==> src/rtl/program_loader.sv <==
`default_nettype none
// ============================================================================
// Module   : program_loader
// Purpose  : Receives a framed program over a byte stream, writes each 16-bit
//            word to code memory and releases the processor on a good checksum.
// Revision : 1.0  initial release
// ============================================================================
module program_loader #(
    parameter int ADDR_W = 9
) (
    input  logic              clk,
    input  logic              rst,
    input  logic              load_start,
    input  logic              rx_valid,
    input  logic [7:0]        rx_data,
    output logic              rx_ready,
    output logic              code_w_en,
    output logic [ADDR_W-1:0] code_addr_in,
    output logic [15:0]       code_in,
    output logic              run,
    output logic              err
);

    typedef enum logic [3:0] {
        S_IDLE   = 4'd0,
        S_CNT_HI = 4'd1,
        S_CNT_LO = 4'd2,
        S_DAT_HI = 4'd3,
        S_DAT_LO = 4'd4,
        S_WRITE  = 4'd5,
        S_CHECK  = 4'd6,
        S_RUN    = 4'd7,
        S_ERROR  = 4'd8
    } state_t;

    localparam int unsigned c_max_words = 32'd1 << ADDR_W;

    state_t            r_state;
    state_t            w_state_nxt;
    logic [ADDR_W:0]   r_addr;
    logic [15:0]       r_count;
    logic [15:0]       r_data;
    logic [7:0]        r_csum;

    logic              w_rx_state;
    logic              w_xfer;
    logic [15:0]       w_count_full;
    logic              w_count_ok;
    logic [ADDR_W:0]   w_addr_inc;
    logic              w_last_word;

    assign w_rx_state = (r_state == S_CNT_HI) || (r_state == S_CNT_LO) ||
                        (r_state == S_DAT_HI) || (r_state == S_DAT_LO) ||
                        (r_state == S_CHECK);

    // A restart or reset cycle never consumes a byte.
    assign rx_ready     = w_rx_state && !load_start && !rst;
    assign w_xfer       = rx_valid && rx_ready;
    assign code_w_en    = (r_state == S_WRITE) && !rst;
    assign code_addr_in = r_addr[ADDR_W-1:0];
    assign code_in      = r_data;
    assign run          = (r_state == S_RUN);
    assign err          = (r_state == S_ERROR);

    assign w_count_full = {r_count[15:8], rx_data};
    assign w_count_ok   = (w_count_full != 16'd0) &&
                          (32'(w_count_full) <= c_max_words);
    assign w_addr_inc   = r_addr + 1'b1;
    assign w_last_word  = (32'(w_addr_inc) == 32'(r_count));

    always_ff @(posedge clk) begin
        if (rst) begin
            r_state <= S_IDLE;
        end else begin
            r_state <= w_state_nxt;
        end
    end

    always_comb begin
        w_state_nxt = r_state;
        if (load_start) begin
            w_state_nxt = S_CNT_HI;
        end else begin
            case (r_state)
                S_CNT_HI: if (w_xfer) w_state_nxt = S_CNT_LO;
                S_CNT_LO: if (w_xfer) w_state_nxt = w_count_ok ? S_DAT_HI : S_ERROR;
                S_DAT_HI: if (w_xfer) w_state_nxt = S_DAT_LO;
                S_DAT_LO: if (w_xfer) w_state_nxt = S_WRITE;
                S_WRITE:  w_state_nxt = w_last_word ? S_CHECK : S_DAT_HI;
                S_CHECK:  if (w_xfer) w_state_nxt = (rx_data == r_csum) ? S_RUN : S_ERROR;
                default:  w_state_nxt = r_state;
            endcase
        end
    end

    always_ff @(posedge clk) begin
        if (rst) begin
            r_addr  <= '0;
            r_count <= '0;
            r_data  <= '0;
            r_csum  <= '0;
        end else if (load_start) begin
            r_addr <= '0;
            r_csum <= '0;
        end else begin
            case (r_state)
                S_CNT_HI: if (w_xfer) begin
                    r_count[15:8] <= rx_data;
                    r_csum        <= r_csum ^ rx_data;
                end
                S_CNT_LO: if (w_xfer) begin
                    r_count[7:0] <= rx_data;
                    r_csum       <= r_csum ^ rx_data;
                end
                S_DAT_HI: if (w_xfer) begin
                    r_data[15:8] <= rx_data;
                    r_csum       <= r_csum ^ rx_data;
                end
                S_DAT_LO: if (w_xfer) begin
                    r_data[7:0] <= rx_data;
                    r_csum      <= r_csum ^ rx_data;
                end
                S_WRITE:  r_addr <= w_addr_inc;
                default:  ;
            endcase
        end
    end

endmodule
`default_nettype wire

==> config.mk <==
export PLATFORM = sky130hd
export DESIGN_NAME = program_loader
export DESIGN_NICKNAME = d
export VERILOG_FILES = /design/src/rtl/program_loader.sv
export SDC_FILE = /design/constraint.sdc
export NUM_CORES = 1
export LEC_CHECK = 0
export ABC_AREA = 1
export CORE_MARGIN = 4
export CORE_UTILIZATION = 45
export DETAILED_ROUTE_END_ITERATION = 6
export PLACE_DENSITY = 0.68
export SKIP_CTS_REPAIR_TIMING = 1
export SLEW_MARGIN = 20
export SYNTH_ARGS = -nofsm -noshare
export SYNTH_HDL_FRONTEND = slang
export SYNTH_SLANG_ARGS = --single-unit
==> constraint.sdc <==
create_clock -name clk -period 2.1 [get_ports clk]
set_input_delay 0.42 -clock clk [delete_from_list [all_inputs] [get_ports clk]]
set_output_delay 0.42 -clock clk [all_outputs]
set_load 0.02 [all_outputs]
==> flow_summary.yaml, run 1 <==
layout:
  postLayoutCoreUtil_pct: 56.6
  share_of_cells_above_drive_strength_1_pct: 17.4
  insertedDiodeCount: 0
  area.growth.synth_to_final_pct: 21.7
  finalNetCount: 473
  stdcell_count: 538
synthesis:
  yosys_synthesis_warning_count: 0
  synth-seq-area-share_pct: 36.4
  syn-mean-instance-area_um2: 7.30
  ys_ff_latch: 54
  total_nets_after_synthesis: 420
  synthesized_instance_count: 407
  synth.lib_cells_used.distinct: 37
  synthesis.area_mm2: 0.00297
grt:
  tot_gr_track_use_pct: 18.4
  antenna_found_initial: 0
  grt_remaining_overflow: 0
  pin_count_of_the_biggest_net_entering_global_routing: 34
  via_count_of_the_first_global_routing_pass: 2472
  grt_first_pass_wirelength_um: 11500
sta:
  count_of_final_max_slew_check_failures: 0
  finalClockSkew_ns: 0.0132
  report.final.hold_viol_count: 0
  finalCriticalPeriod_ns: 2.02
  slew_headroom_pct: 71.7
  achievable-frequency_mhz: 496
  worstMarginPinSlew_ns: 0.424
  timing.final.setup_violations: 0
  grt_setup_unrepaired: "no"
  post-route-period-util_pct: 96.0
run:
  cap_viol_max_count: 0
die:
  die-width_um: 89.2
  die_y_um: 89.2
  coreArea_mm2: 0.00639
  row_count: 29
  die_area_mm2: 0.00796
  top_level_ports: 41
  floorplan.initialDensity_pct: 46.5
place:
  gp_congestion: 0.882
  hpwlAfterDp_um: 5210
  placement.io_buffers: 40
  dpl.cell_count: 530
clock_network:
  cts_made_buffers: 5
  clkSinkCount: 54
  clk_pin_slew_worst_paths_ns: 0.10
  clock_tree_from_tritoncts: "yes"
  root_buffer: "clkbuf_8"
  clk_latency_ns: 0.31
  cts-htree-levels: 2
  clock_path_buffers: 2
setup_path:
  critical_path_buf_inv_count: 2
  crit_family: "buffers and inverters"
  cpMaxStageDelayCell: "clkdlybuf4s50_1"
  cp-start-kind: "flop"
  arrival_ns: 1.60
  required_ns: 1.68
  critical_path_peak_fanout: 4
  crit_chain: "inv_1 -> nand2_2 -> nor2_1 -> clkdlybuf4s50_1"
  worst_r2r_startpoint: "r_state[3]"
  worst_path_largest_cell_delay_ns: 0.61
  endpoint_kind: "primary output"
  crit_path_start: "r_state[3]"
  setup.worst_path.class: "reg -> out"
drt:
  drc: 0
  postRouteAntennaNets: 0
  initialDrtViolationCount: 84
  post_drt_wl_per_cell_um: 12.7
  routed-via-count: 2712
  wire_length_reported_by_the_detailed_router_um: 6860
  vias_per_cell: 5.04
  initial_drt_pass_iterations: 4
worst_hold_path:
  min-delay-start: "code_in[1]"
  hold_path.class: "reg -> reg"
status:
  run_status: "finished, final reports clean"
pwr:
  vdd_drop_max_v: 0.000296
  leakage_nw: 1.48
  power_per_cell_area_mw_per_mm2: 540
## metrics by stage
stage          setup WS (ns)  cell area (um2)  power [W]  setup TNS (ns)  hold slack (ns)
2_1_floorplan          0.312             2970    0.00116               0            0.449
3_3_place_gp          -0.151             3490    0.00124           -3.11            0.453
3_5_place_dp          -0.160             3490    0.00124           -4.14            0.455
4_1_cts               -0.293             3610    0.00197          -0.572            0.475
5_1_grt               0.0109             3610    0.00204               0            0.486
6_report              0.0841             3610    0.00195               0            0.472
## Yosys cell counts
| master | number | area share, % |
|---|---|---|
| o21bai_1 | 1 | 0.25 |
| o211ai_1 | 3 | 0.76 |
| nand2_4 | 1 | 0.38 |
| nor2_8 | 2 | 1.3 |
| or2_2 | 3 | 0.63 |
| nand2_1 | 76 | 9.6 |
| a21oi_2 | 2 | 0.59 |
| nor2_1 | 57 | 7.2 |
| a21oi_1 | 34 | 5.7 |
| o21ai_0 | 15 | 2.5 |
| inv_2 | 2 | 0.25 |
| nand2_2 | 4 | 0.84 |
| and3_4 | 1 | 0.38 |
| o21ai_2 | 4 | 1.2 |
| nor3_1 | 5 | 0.84 |
| inv_6 | 1 | 0.29 |
| nor2_4 | 2 | 0.76 |
| nand3_1 | 42 | 7.1 |
| nor2_2 | 4 | 0.84 |
| nand4_1 | 3 | 0.63 |
| buf_12 | 3 | 2.0 |
| xor2_1 | 3 | 0.88 |
| o21ai_4 | 1 | 0.55 |
| dfxtp_1 | 54 | 36 |
| o21ai_1 | 1 | 0.17 |
| a211oi_1 | 3 | 0.76 |
| ha_1 | 1 | 0.42 |
| xnor2_1 | 6 | 1.8 |
| a21boi_0 | 1 | 0.25 |
| inv_4 | 2 | 0.42 |
| clkbuf_1 | 4 | 0.51 |
| inv_1 | 40 | 5.1 |
| buf_4 | 11 | 2.8 |
| nor3_2 | 4 | 1.3 |
| buf_2 | 1 | 0.17 |
| a211oi_2 | 9 | 3.8 |
| nand3_4 | 1 | 0.59 |
## worst min-delay path, cell delays in order (launching register included)
cell and delay (ns):
dfxtp_1 0.32, nand2_1 0.06, a21oi_1 0.05
## state kept, by name, indices dropped and copies added, names as in the netlist
name / flops
code_in: 16
r_csum: 8
r_count: 16
r_addr: 10
r_state: 4
## path summary, 6_finish.rpt
kind         slack [ns]          to  depth (start not counted)
max reg2reg        0.24  r_state[2]                         10
max                0.08         run                          4
min reg2reg        0.47  code_in[1]                          2
min                0.47  code_in[1]                          2
## cells in the final DEF, fill, tap and decap left out, types with 5 or more instances in the layout
cell              n
xnor2_1           6
dfxtp_1          52
clkbuf_8          5
inv_1            40
a211oi_2          9
nand3_1          42
a21oi_1          34
buf_4            25
clkdlybuf4s50_1  37
nand2_1          76
nor3_1            5
o21ai_0          15
nor2_1           57
## per-layer routing
metal  wire length, um  global-route usage, %
met5                 0                      0
met4               133                   5.55
met3               330                   4.06
met2              3150                   30.6
met1              3240                   23.7
## layout make-up
| cell class | instances | area (um2) |
|---|---|---|
| clock buffer | 5 | 68.8 |
| clock inverter | 3 | 47.5 |
| fill | 627 | 2770 |
| inverter | 45 | 179 |
| multi-input combinational | 289 | 1550 |
| sequential | 54 | 1080 |
| tap | 77 | 96.3 |
| timing repair buffer | 65 | 588 |
## kinds of logic (layout without fill, tap and decap cells)
logic type | count (synthesis) | count (layout) | synth area share, %
AO/OA/AOI/OAI | 74 | 74 | 16.6
XOR/XNOR | 9 | 9 | 2.65
adder cells (fa/ha/maj) | 1 | 1 | 0.421
buffers and inverters | 64 | 118 | 11.5
flip-flops | 54 | 54 | 36.4
AND/OR/NAND/NOR | 205 | 205 | 32.5
## report_power, final
group          switching, W  internal, W
clock network      0.000367     0.000362
registers        0.00000807      0.00103
logic              0.000105    0.0000772
total              0.000481      0.00147
Power figures use the tool's default switching activity.
==> inputs of run 2 (changes only) <==
Settings changed: GPL_ROUTABILITY_DRIVEN set to 0.
==> results of run 2 <==
Final layout, timing and power as in run 1 (identical DEF).
